$ cat src/rtl/rx_frame_sequencer_if.sv
// Serial receive sideband bundle: line/strobe inputs toward the sequencer,
// held-frame data and status flags back to the consumer.
interface rx_frame_sequencer_if #(
  parameter int SIZE = 8
) ();
  logic            BAUD_TICK;
  logic            RXD;
  logic            PARITY_EN;
  logic            PARITY_ODD;
  logic            RD_ACK;
  logic [SIZE-1:0] RX_DATA;
  logic            RXRDY;
  logic            FE;
  logic            PE;
  logic            OE;
  logic            BUSY;
  logic            SHIFT_EN;

  modport master (
    input  BAUD_TICK, RXD, PARITY_EN, PARITY_ODD, RD_ACK,
    output RX_DATA, RXRDY, FE, PE, OE, BUSY, SHIFT_EN
  );

  modport slave (
    output BAUD_TICK, RXD, PARITY_EN, PARITY_ODD, RD_ACK,
    input  RX_DATA, RXRDY, FE, PE, OE, BUSY, SHIFT_EN
  );
endinterface

$ cat src/rtl/rx_frame_sequencer.sv
// Oversampled async-serial frame receiver: start validation, LSB-first data
// shift, optional parity, stop check, and a single held frame with sticky flags.
module rx_frame_sequencer #(
  parameter int SIZE       = 8,
  parameter int OVERSAMPLE = 16
) (
  input  logic CLK,
  input  logic RSTN,
  rx_frame_sequencer_if.master bus
);
  localparam int TW = $clog2(OVERSAMPLE);
  localparam int BW = $clog2(SIZE + 1);
  localparam logic [TW-1:0] T_HALF = TW'(OVERSAMPLE / 2 - 1);
  localparam logic [TW-1:0] T_LAST = TW'(OVERSAMPLE - 1);
  localparam logic [BW-1:0] B_LAST = BW'(SIZE - 1);

  typedef enum logic [2:0] {IDLE, START, DATA, PARITY, STOP} state_e;

  state_e          state_q;
  logic            sync1_q, sync2_q;
  logic [1:0]      fill_q;
  logic            line_hi_q;
  logic [TW-1:0]   tcnt_q;
  logic [BW-1:0]   bcnt_q;
  logic [SIZE-1:0] shreg_q;
  logic [SIZE-1:0] rx_data_q;
  logic            par_en_q, par_odd_q, perr_q;
  logic            rxrdy_q, fe_q, pe_q, oe_q, shift_en_q;

  logic rxs, fall, bit_hit, done;

  assign rxs = sync2_q;
  // fill_q keeps the reset value of the synchronizer from faking a 1->0 edge
  // when the line is already low as reset is released.
  assign fall    = fill_q[1] & line_hi_q & ~rxs;
  assign bit_hit = bus.BAUD_TICK && (tcnt_q == T_LAST);
  assign done    = (state_q == STOP) && bit_hit;

  always_ff @(posedge CLK) begin
    if (!RSTN) begin
      state_q    <= IDLE;
      sync1_q    <= 1'b1;
      sync2_q    <= 1'b1;
      fill_q     <= '0;
      line_hi_q  <= 1'b0;
      tcnt_q     <= '0;
      bcnt_q     <= '0;
      shreg_q    <= '0;
      rx_data_q  <= '0;
      par_en_q   <= 1'b0;
      par_odd_q  <= 1'b0;
      perr_q     <= 1'b0;
      rxrdy_q    <= 1'b0;
      fe_q       <= 1'b0;
      pe_q       <= 1'b0;
      oe_q       <= 1'b0;
      shift_en_q <= 1'b0;
    end else begin
      sync1_q    <= bus.RXD;
      sync2_q    <= sync1_q;
      fill_q     <= {fill_q[0], 1'b1};
      if (fill_q[1]) line_hi_q <= rxs;
      shift_en_q <= 1'b0;

      // Consumer side: an ack coinciding with completion frees the slot.
      if (done) begin
        if (!rxrdy_q || bus.RD_ACK) begin
          rx_data_q <= shreg_q;
          rxrdy_q   <= 1'b1;
          fe_q      <= ~rxs;
          pe_q      <= perr_q;
          oe_q      <= 1'b0;
        end else begin
          oe_q <= 1'b1;
        end
      end else if (bus.RD_ACK && rxrdy_q) begin
        rxrdy_q <= 1'b0;
        fe_q    <= 1'b0;
        pe_q    <= 1'b0;
        oe_q    <= 1'b0;
      end

      case (state_q)
        IDLE: begin
          if (fall) begin
            state_q <= START;
            tcnt_q  <= '0;
          end
        end
        START: begin
          if (bus.BAUD_TICK) begin
            if (tcnt_q == T_HALF) begin
              if (rxs) begin
                state_q <= IDLE;
              end else begin
                state_q   <= DATA;
                tcnt_q    <= '0;
                bcnt_q    <= '0;
                par_en_q  <= bus.PARITY_EN;
                par_odd_q <= bus.PARITY_ODD;
                perr_q    <= 1'b0;
              end
            end else begin
              tcnt_q <= tcnt_q + TW'(1);
            end
          end
        end
        DATA: begin
          if (bit_hit) begin
            tcnt_q     <= '0;
            shreg_q    <= {rxs, shreg_q[SIZE-1:1]};
            shift_en_q <= 1'b1;
            bcnt_q     <= bcnt_q + BW'(1);
            if (bcnt_q == B_LAST) state_q <= par_en_q ? PARITY : STOP;
          end else if (bus.BAUD_TICK) begin
            tcnt_q <= tcnt_q + TW'(1);
          end
        end
        PARITY: begin
          if (bit_hit) begin
            tcnt_q  <= '0;
            perr_q  <= (^shreg_q) ^ rxs ^ par_odd_q;
            state_q <= STOP;
          end else if (bus.BAUD_TICK) begin
            tcnt_q <= tcnt_q + TW'(1);
          end
        end
        STOP: begin
          if (bit_hit) begin
            tcnt_q  <= '0;
            state_q <= IDLE;
          end else if (bus.BAUD_TICK) begin
            tcnt_q <= tcnt_q + TW'(1);
          end
        end
        default: state_q <= IDLE;
      endcase
    end
  end

  assign bus.RX_DATA  = rx_data_q;
  assign bus.RXRDY    = rxrdy_q;
  assign bus.FE       = fe_q;
  assign bus.PE       = pe_q;
  assign bus.OE       = oe_q;
  assign bus.BUSY     = (state_q != IDLE);
  assign bus.SHIFT_EN = shift_en_q;
endmodule
$ cat src/flat_wrapper.sv
// flat-port wrapper written by rule: the top's interface ports become plain ports
module rx_frame_sequencer_flat 
#(
  parameter int SIZE       = 8,
  parameter int OVERSAMPLE = 16
)
  (CLK, RSTN, bus_BAUD_TICK, bus_RXD, bus_PARITY_EN, bus_PARITY_ODD, bus_RD_ACK, bus_RX_DATA, bus_RXRDY, bus_FE, bus_PE, bus_OE, bus_BUSY, bus_SHIFT_EN);
  rx_frame_sequencer_if #(.SIZE(SIZE)) bus_i ();
  input  logic CLK;
  input  logic RSTN;
  input wire logic [$bits(bus_i.BAUD_TICK)-1:0] bus_BAUD_TICK;
  input wire logic [$bits(bus_i.RXD)-1:0] bus_RXD;
  input wire logic [$bits(bus_i.PARITY_EN)-1:0] bus_PARITY_EN;
  input wire logic [$bits(bus_i.PARITY_ODD)-1:0] bus_PARITY_ODD;
  input wire logic [$bits(bus_i.RD_ACK)-1:0] bus_RD_ACK;
  output wire logic [$bits(bus_i.RX_DATA)-1:0] bus_RX_DATA;
  output wire logic [$bits(bus_i.RXRDY)-1:0] bus_RXRDY;
  output wire logic [$bits(bus_i.FE)-1:0] bus_FE;
  output wire logic [$bits(bus_i.PE)-1:0] bus_PE;
  output wire logic [$bits(bus_i.OE)-1:0] bus_OE;
  output wire logic [$bits(bus_i.BUSY)-1:0] bus_BUSY;
  output wire logic [$bits(bus_i.SHIFT_EN)-1:0] bus_SHIFT_EN;
  assign bus_i.BAUD_TICK = bus_BAUD_TICK;
  assign bus_i.RXD = bus_RXD;
  assign bus_i.PARITY_EN = bus_PARITY_EN;
  assign bus_i.PARITY_ODD = bus_PARITY_ODD;
  assign bus_i.RD_ACK = bus_RD_ACK;
  assign bus_RX_DATA = bus_i.RX_DATA;
  assign bus_RXRDY = bus_i.RXRDY;
  assign bus_FE = bus_i.FE;
  assign bus_PE = bus_i.PE;
  assign bus_OE = bus_i.OE;
  assign bus_BUSY = bus_i.BUSY;
  assign bus_SHIFT_EN = bus_i.SHIFT_EN;
  rx_frame_sequencer #(.SIZE(SIZE), .OVERSAMPLE(OVERSAMPLE)) u_core (.CLK(CLK), .RSTN(RSTN), .bus(bus_i));
endmodule
$ cat config.mk
export PLATFORM = sky130hd
export DESIGN_NAME = rx_frame_sequencer_flat
export DESIGN_NICKNAME = d
export VERILOG_FILES = /design/src/rtl/rx_frame_sequencer_if.sv /design/src/rtl/rx_frame_sequencer.sv /design/src/flat_wrapper.sv
export SDC_FILE = /design/constraint.sdc
export NUM_CORES = 1
export LEC_CHECK = 0
export CORE_UTILIZATION = 34
export DETAILED_ROUTE_END_ITERATION = 10
export HOLD_SLACK_MARGIN = 0.15
export PLACE_DENSITY = 0.64
export SYNTH_ARGS = -nofsm -noshare
export SYNTH_HDL_FRONTEND = slang
export SYNTH_SLANG_ARGS = --single-unit
$ cat constraint.sdc
create_clock -name CLK -period 1.52 [get_ports CLK]
set_input_delay 0.304 -clock CLK [delete_from_list [all_inputs] [get_ports CLK]]
set_output_delay 0.304 -clock CLK [all_outputs]
set_load 0.05 [all_outputs]
After elaboration in Yosys (flattened, before gate mapping)
Cells that the tools add are included.

operators by class
  add/subtract/negate cells = 2
  equality and inequality tests = 18
  multiplexer cells = 37
  bitwise logic cells = 5
  reductions and logical operators = 22

operators by type and width
  cell                                                                      count
  4-bit two-way mux                                                         9
  3-bit two-way mux                                                         8
  1-bit two-way mux                                                         15
  3-bit one-hot mux with 5 select lines                                     1
  5-bit AND reduction                                                       3
  2-bit by 1-bit inequality test with 1-bit output (second input constant)  6
  4-bit one-hot mux with 3 select lines                                     1
  4-bit by 1-bit adder with 4-bit output (second input constant)            2
  4-bit by 3-bit == test with 1-bit output (second input constant)          2
  4-bit one-hot mux with 2 select lines                                     1
  2-bit AND reduction                                                       4
  8-bit parity                                                              1
  7-bit AND reduction                                                       1
  3-bit by 2-bit == test with 1-bit output (second input constant)          2
  2-bit inequality test (second input constant)                             3
  2-bit nonzero test                                                        3
  3-bit nonzero test                                                        2
  4-bit == test (second input constant)                                     1
  4-bit AND reduction                                                       1
  3-bit by 1-bit == test with 1-bit output (second input constant)          1
  3-bit == test (second input constant)                                     1
  1-bit logical AND                                                         3
  3-bit logical NOT                                                         1
  3-bit by 1-bit inequality test with 1-bit output (second input constant)  1
  other kinds (9)                                                           11

word-level totals
  flip-flop bits (word level) = 40
  bits of input ports = 7
  word-level logic and storage cells = 102

Longest topological paths before layout
Gate-level depths: netlist of run 1.

  depth after elaboration = 5
  gate-level depth with buffers = 8

Least setup slack after synthesis of run 1
Ideal clock, no wire load.

  path kind = register to register
  start point = register u_core.state_q[0]
  end point = register u_core.tcnt_q[1]
  library setup time = 70 ps
  arrival = 1753 ps
  data required time = 1450 ps
  slack = -303 ps
  cell stages (with the launch flop) = 6
  path buffers = 0
  cell sequence = dfxtp_1 > or3_1 > o22ai_2 > a31oi_4 > or3b_1 > a21boi_1

on the way
  word-level cells in the longest chain between the ends = 4
  elaborated cells between the ends (all ways) = 13

RTL lines
  item                                                                                                     line                       source
  start: declaration                                                                                       rx_frame_sequencer.sv:19   state_e state_q;
  start signal: assignment                                                                                 rx_frame_sequencer.sv:114  if (bcnt_q == B_LAST) state_q <= par_en_q ? PARITY : STOP;
  3-bit by 2-bit == test with 1-bit output or 3-bit == test (tied branches)                                rx_frame_sequencer.sv:83   case (state_q)
  3-bit OR reduction (no source line)                                                                      --
  3-bit by 1-bit inequality test with 1-bit output (no source line) or 3-bit nonzero test (tied branches)  --
  5-bit AND reduction (no source line)                                                                     --
  end signal: assignment                                                                                   rx_frame_sequencer.sv:104  tcnt_q <= tcnt_q + TW'(1);
  end signal: assignment                                                                                   rx_frame_sequencer.sv:116  tcnt_q <= tcnt_q + TW'(1);
  end signal: assignment                                                                                   rx_frame_sequencer.sv:125  tcnt_q <= tcnt_q + TW'(1);
  end: declaration                                                                                         rx_frame_sequencer.sv:23   logic [TW-1:0] tcnt_q;

Several ways; a longest one is shown, not always the timed one.
A chain may end at the register's enable or synchronous reset.

Worst setup path in the final report of run 1
  start point = register u_core.tcnt_q[0]
  end point = register u_core.bcnt_q[1]

on the way
  word-level cells in the longest chain between the ends = 4
  elaborated cells between the ends (all ways) = 6

RTL lines
  item                                                               line                       source
  4-bit == test                                                      rx_frame_sequencer.sv:36   assign bit_hit = bus.BAUD_TICK && (tcnt_q == T_LAST);
  1-bit logical AND                                                  rx_frame_sequencer.sv:36
  2-bit by 1-bit inequality test with 1-bit output (no source line)  --
  5-bit AND reduction (no source line) *                             --
  end signal: assignment                                             rx_frame_sequencer.sv:113  bcnt_q <= bcnt_q + BW'(1);
  end: declaration                                                   rx_frame_sequencer.sv:24   logic [BW-1:0] bcnt_q;

Mark *: on every way between the ends. The rest lies on a longest branch, timed or not.

==> reports/results.txt, run 1 <==
grt ovf: 0
Hold Path Class: register to register
die width: 76.8 microns
HPWL after DPL: 2930 microns
CTS clk-pin slew, worst paths: 0.09 ns
MaxCap Viol Count: 0
count of flip-flops with a built-in enable after synthesis: 0
Starting Density: 0.363
row cnt: 26
commonest cells after routing, fill and taps aside: buf_4 (42), dfxtp_1 (35), nand2_1 (31), buf_12 (16), nor2b_1 (15)
asr flop ratio synth: 0
P_leak: 1.15 nW
Unique masters post-synth: 44
root buffer cell: clkbuf_8
Core ar.: 5240 sq um
CTS tree: yes
Antenna diodes: 0
Post-Syn Area: 1900 sq um
Crit path required time: 1.77 ns
TritonCTS buffer count: 5
clock buffer depth: 2
Final Hold Viols: 0
via count: 1646
failing checks: negative setup slack
Reg-to-Reg Start: u_core.tcnt_q[0]$_SDFFE_PN0P_
wire length per cell: 12.6 microns
post-route ant nets: 0
vias in the first global route: 1615
Worst VDD drop: 0.586 mV
DP Worst Slack: -0.469 ns
Final Skew: 0.0124 ns
Port Buffer Count: 20
fin nets: 280
Inst Count DP: 320
path depth of the worst reg2reg path: 6
leading cell type in the layout, fill and taps excluded: buf_4
Syn Inst Count: 206
Syn Nets: 215
Finished Layout Cells: 342
outcome: finished with violations
all-layer global routing usage: 0.159
Clock Latency Late Sink: 0.31 ns
worst hold start: u_core.sync1_q$_SDFF_PN1_
crit path time final: 1.73 ns
Hold Path Sink: u_core.rxs$_SDFF_PN1_
die height: 76.8 microns
max_slew headroom: 0.810
final number of setup-violating endpoints: 17
drt via density: 4.81
H-tree Lvls: 2
unrepaired setup endpoints after global routing: true
Die Footprint: 5900 sq um
sequential cell area fraction in the yosys report: 0.421
largest net degree at the start of global routing: 16
share of layout cells above drive strength 1: 0.371
Hold Crit Depth: 1
Post-Route Setup TNS: -1.71 ns
Least-Margin Pin Slew: 0.281 ns
first-pass GRT wire length: 7380 microns
crit end category: register
Layout area overhead: 52.6%
Critical Path Start Type: register
setup ws final: -0.212 ns
global placement routability congestion: 0.846
syn avg cell area: 9.23 sq um
kind of critical path: register to register
power per cell area: 776 nW/um^2
antenna violations before repair: 0
worst r2r dst: u_core.bcnt_q[1]$_SDFFE_PN0P_
TritonCTS Sinks: 40
initial drt markers: 62
Worst Path Arrival: 1.98 ns
prevailing post-synth register cell: dfxtp_1
YS warnings: 0
CP max FO: 5
Period Utilization, post-route: 1.14
Yosys reg bits: 40
Max Clock Freq: 577 MHz
register-to-register setup slack: -0.21 ns
final wirelength: 4310 microns
fill count: 457
Max Slew Vio Count: 0
# IOs: 21
remaining routing DRC violations: 0
DRT Pass-1 Iters: 4
Total Power: 2.25 mW
per-stage QoR:
step | hold slack [ns] | utilization | instance area [sq um]
final | 0.414 | 0.554 | 2900
after global routing | 0.453 | 0.554 | 2900
after CTS | 0.423 | 0.540 | 2830
after detailed placement | 0.399 | 0.493 | 2580
after global placement | 0.398 | 0.493 | 2580
after floorplan | 0.332 | - | 1930
synth_stat cells, types with 2 or more instances:
library cell / n / area (sq um)
a21oi_1: 6 / 30.0
nand3b_1: 3 / 22.5
nand2b_1: 6 / 37.5
a21boi_1: 4 / 30.0
nor3b_1: 3 / 22.5
inv_1: 3 / 11.3
xor2_1: 3 / 26.3
nor2_1: 3 / 11.3
nand2_1: 34 / 128
ha_1: 2 / 25.0
and2_1: 2 / 12.5
buf_6: 2 / 22.5
nand4_1: 4 / 25.0
xnor2_1: 10 / 87.6
nor2b_1: 15 / 93.8
o21ai_0: 2 / 10.0
nor3_1: 2 / 10.0
or4_1: 2 / 15.0
or3b_1: 2 / 17.5
dfxtp_1: 40 / 801
a21boi_0: 11 / 82.6
mux2i_1: 12 / 120
nand3_1: 5 / 25.0
clkbuf_1: 7 / 26.3
or3_1: 3 / 18.8
buf_2: 2 / 10.0
worst max-delay path by stage:
stage,start,end,slack [ns]
CTS,u_core.tcnt_q[1]$_SDFFE_PN0P_,u_core.tcnt_q[0]$_SDFFE_PN0P_,-0.18
finish,u_core.tcnt_q[0]$_SDFFE_PN0P_,u_core.bcnt_q[1]$_SDFFE_PN0P_,-0.21
floorplan,u_core.state_q[0]$_SDFFE_PN0P_,u_core.tcnt_q[1]$_SDFFE_PN0P_,-0.09
global placement,bus_BAUD_TICK,u_core.bcnt_q[0]$_SDFFE_PN0P_,-0.44
detailed placement,bus_BAUD_TICK,u_core.state_q[2]$_SDFFE_PN0P_,-0.47
global route,u_core.tcnt_q[0]$_SDFFE_PN0P_,u_core.bcnt_q[1]$_SDFFE_PN0P_,-0.26
report_power, final:
group          internal (mW)  total [mW]  switching (mW)
logic                  0.152       0.267           0.115
registers               1.06        1.07          0.0117
clock network          0.495       0.914           0.419
total                   1.70        2.25           0.546
layer usage:
| layer | part of all wire | vias up | track usage |
|---|---|---|---|
| met5 | 0 | - | 0 |
| met4 | 0.018 | 0 | 0.0942 |
| met3 | 0.042 | 6 | 0.0286 |
| met2 | 0.47 | 41 | 0.254 |
| met1 | 0.47 | 762 | 0.199 |
| li1 | - | 837 | - |
area by class of cell:
| class | instances | area, sq um | area share |
|---|---|---|---|
| multi-input combinational | 151 | 1110 | 0.383 |
| sequential | 40 | 812 | 0.280 |
| timing repair buffer | 70 | 763 | 0.263 |
| tap | 70 | 87.6 | 0.0302 |
| clock buffer | 5 | 68.8 | 0.0237 |
| clock inverter | 3 | 46.3 | 0.0160 |
| inverter | 3 | 11.3 | 0.00388 |
kinds of logic (layout without fill, tap and decap cells):
| kind of cell | count (synthesis) | count (layout) | share of synthesized area |
|---|---|---|---|
| buffers and inverters | 15 | 81 | 0.0408 |
| AND/OR/NAND/NOR | 91 | 91 | 0.267 |
| multiplexers | 12 | 12 | 0.0632 |
| AO/OA/AOI/OAI | 33 | 33 | 0.135 |
| XOR/XNOR | 13 | 13 | 0.0599 |
| adder cells (fa/ha/maj) | 2 | 2 | 0.0132 |
| flip-flops | 40 | 40 | 0.421 |
state kept, by name, summed over array words and instances, names as in the netlist, 2 cells and up:
register and flops:
u_core.state_q 3, u_core.shreg_q 8, u_core.bus.RX_DATA 8, u_core.tcnt_q 4
u_core.bcnt_q 4, u_core.fill_q 2
critical path: stages, from the launching register on:
cell	delay, ns
dfxtp_2	0.36
ha_4	0.14
nand3b_1	0.11
buf_4	0.16
or4_4	0.54
a21o_1	0.21
a21boi_1	0.14
timing repair:
item                       CTS  global route
hold endpoints to repair     0             0
resized for setup           25            10
gates cloned                 1             0
pin swaps                   13             8
buffers inserted             9             4
setup endpoints to repair   33            33
hold buffers                 0             0
No activity file was read; power rests on OpenSTA's default activity.
==> run 2, diff against run 1 <==
--- a/config.mk
+++ b/config.mk
@@ -9,6 +9,7 @@
 export DETAILED_ROUTE_END_ITERATION = 10
 export HOLD_SLACK_MARGIN = 0.15
 export PLACE_DENSITY = 0.64
+export SKIP_CTS_REPAIR_TIMING = 1
 export SYNTH_ARGS = -nofsm -noshare
 export SYNTH_HDL_FRONTEND = slang
 export SYNTH_SLANG_ARGS = --single-unit
==> run 2 against run 1 <==
The run still ends with negative setup slack left. Combinational power grew 3%. Non-clock buffer count down 3. Clock power down 1%. Clock skew shrank 0.0036 ns. Global-route usage is 0.84 points lower. Setup slack got worse by 0.0025 ns. Via count down 0.30%. Clock-buffer cell count unchanged. First-iteration DRC count is 4.8% lower. Sequential power about the same. Register-to-register slack about the same. Critical endpoint is now u_core.state_q[0]$_SDFFE_PN0P_. Largest cell class unchanged.
==> reports/results.txt, run 2 (synthesis gave the netlist of run 1 again) <==
CP delay by family, top: simple AND/OR/NAND/NOR gates
final number of setup-violating endpoints: 20 (+3)
TritonCTS Sinks: 40 (unchanged)
die width: 76.8 microns (unchanged)
worst hold start: u_core.sync1_q$_SDFF_PN1_
CTS tree: yes
P_leak: 1.17 nW (+1.7%)
Period Utilization, post-route: 1.14 (+0.00162)
CTS clk-pin slew, worst paths: 0.09 ns (about the same)
Total Power: 2.25 mW (-0.11%)
Layout area overhead: 57.0%
Worst Path Arrival: 1.97 ns (about the same)
remaining routing DRC violations: 0 (unchanged)
# IOs: 21 (unchanged)
Antenna diodes: 0 (unchanged)
initial drt markers: 59 (-4.8%)
fill count: 444 (-2.8%)
share of layout cells above drive strength 1: 0.394 (+0.0227)
kind of critical path: register to register
largest net degree at the start of global routing: 16 (unchanged)
Port Buffer Count: 20 (unchanged)
via count: 1641 (-0.30%)
vias in the first global route: 1543 (-4.5%)
worst r2r dst: u_core.state_q[0]$_SDFFE_PN0P_
GRT met1 Usage: 0.194 (-0.00524)
final wirelength: 4380 microns (+1.7%)
Critical Path Start Type: register
Starting Density: 0.363 (unchanged)
Clock Latency Late Sink: 0.30 ns (about the same)
Reg-to-Reg Start: u_core.tcnt_q[0]$_SDFFE_PN0P_
Seq. cell area: 815 sq um (+0.31%)
crit path time final: 1.73 ns (+0.00246 ns)
Least-Margin Pin Slew: 0.270 ns (-0.0107 ns)
power per cell area: 753 nW/um^2 (-3.0%)
Critical-path top delay cell: or4_4
CP max FO: 4 (-1)
Core Util, Final: 0.570 (+0.0162)
Hold Crit Depth: 1 (unchanged)
crit path cell chain: ha_4, buf_6, nand4_1, o21ai_2, nand4_4, or4_4, a21boi_2
first-pass GRT wire length: 7050 microns (-4.5%)
met3 GRT Util: 0.0286 (unchanged)
Placed Area: 2580 sq um (unchanged)
global placement routability congestion: 0.846 (unchanged)
row cnt: 26 (unchanged)
DRT Pass-1 Iters: 4 (unchanged)
Hold Path Class: register to register
outcome: finished with violations
MaxCap Viol Count: 0 (unchanged)
crit end category: register
CP max stage delay: 0.53 ns (about the same)
Core ar.: 5240 sq um (unchanged)
final hold slack: 0.415 ns (+0.000178 ns)
path depth of the worst reg2reg path: 7 (+1)
failing checks: negative setup slack
TritonCTS buffer count: 5 (unchanged)
setup ws final: -0.214 ns (-0.00245 ns)
Hold Path Sink: u_core.rxs$_SDFF_PN1_
register-to-register setup slack: -0.21 ns (about the same)
H-tree Lvls: 2 (unchanged)
grt ovf: 0 (unchanged)
clock buffer depth: 2 (unchanged)
Crit path required time: 1.75 ns (-0.02 ns)
commonest cells after routing, fill and taps aside: buf_4 (35), dfxtp_1 (33), nand2_1 (27), buf_12 (16), nor2b_1 (15)
Final Hold Viols: 0 (unchanged)
all-layer global routing usage: 0.151 (-0.00837)
GRT busiest layer: met2
drt via density: 4.84 (+0.58%)
Final Skew: 0.00880 ns (-0.00363 ns)
unrepaired setup endpoints after global routing: true
max_slew headroom: 0.817 (+0.00727)
Max Slew Vio Count: 0 (unchanged)
Buf/Inv on CP: 1 (unchanged)
wire length per cell: 12.9 microns (+2.6%)
Die Footprint: 5900 sq um (unchanged)
Multi-input gate area: 1170 sq um (+5.1%)
HPWL after DPL: 2930 microns (unchanged)
met2 GRT Util: 0.234 (-0.0196)
Max Clock Freq: 577 MHz (-0.14%)
post-route ant nets: 0 (unchanged)
Final Cell Area: 2990 sq um (+2.9%)
antenna violations before repair: 0 (unchanged)
root buffer cell: clkbuf_8
die height: 76.8 microns (unchanged)
fin nets: 277 (-1.1%)
Worst VDD drop: 0.536 mV (-8.6%)
leading cell type in the layout, fill and taps excluded: buf_4
## run 2: changes by cell type in the layout (fill, tap and decap cells not counted), sizes merged
cell and delta:
dlymetal6s2s +1, buf -5, clkdlybuf4s50 -1, clkbuf +2
## run 2: layout make-up
cell class | count | share of cell area
repair buffers | 67 | 0.264
clock buffers | 5 | 0.0230
well taps | 70 | 0.0293
flip-flops and latches | 40 | 0.273
inverters | 3 | 0.00377
clock inverters | 3 | 0.0155
multi-input cells | 151 | 0.391
## run 2: layer usage
layer | share of wire | up-vias
li1 | - | 834
met1 | 0.46 | 757
met2 | 0.47 | 45
met3 | 0.047 | 5
met4 | 0.017 | 0
met5 | 0 | -
## run 2: per-stage QoR
step	setup slack (ns)	cells	setup TNS (ns)
2_1_floorplan	-0.0850	206	-0.314
3_3_place_gp	-0.435	320	-11.42
3_5_place_dp	-0.469	320	-11.75
4_1_cts	-0.284	328	-4.53
5_1_grt	-0.269	339	-3.32
6_report	-0.214	339	-1.83
## run 2: where the power goes
group	internal (mW)	switching, mW	leakage [nW]
sequential	1.06	0.0135	0.328
combinational	0.156	0.119	0.792
clock	0.495	0.408	0.0548
## run 2: how the worst max path moves through the flow
stage,from,to,cells past startpoint
after global routing,u_core.tcnt_q[0]$_SDFFE_PN0P_,u_core.tcnt_q[0]$_SDFFE_PN0P_,7
final,u_core.tcnt_q[0]$_SDFFE_PN0P_,u_core.state_q[0]$_SDFFE_PN0P_,7
after global placement,bus_BAUD_TICK,u_core.bcnt_q[0]$_SDFFE_PN0P_,8
after detailed placement,bus_BAUD_TICK,u_core.state_q[2]$_SDFFE_PN0P_,7
after CTS,u_core.tcnt_q[1]$_SDFFE_PN0P_,u_core.bcnt_q[1]$_SDFFE_PN0P_,6
after floorplan,u_core.state_q[0]$_SDFFE_PN0P_,u_core.tcnt_q[1]$_SDFFE_PN0P_,5
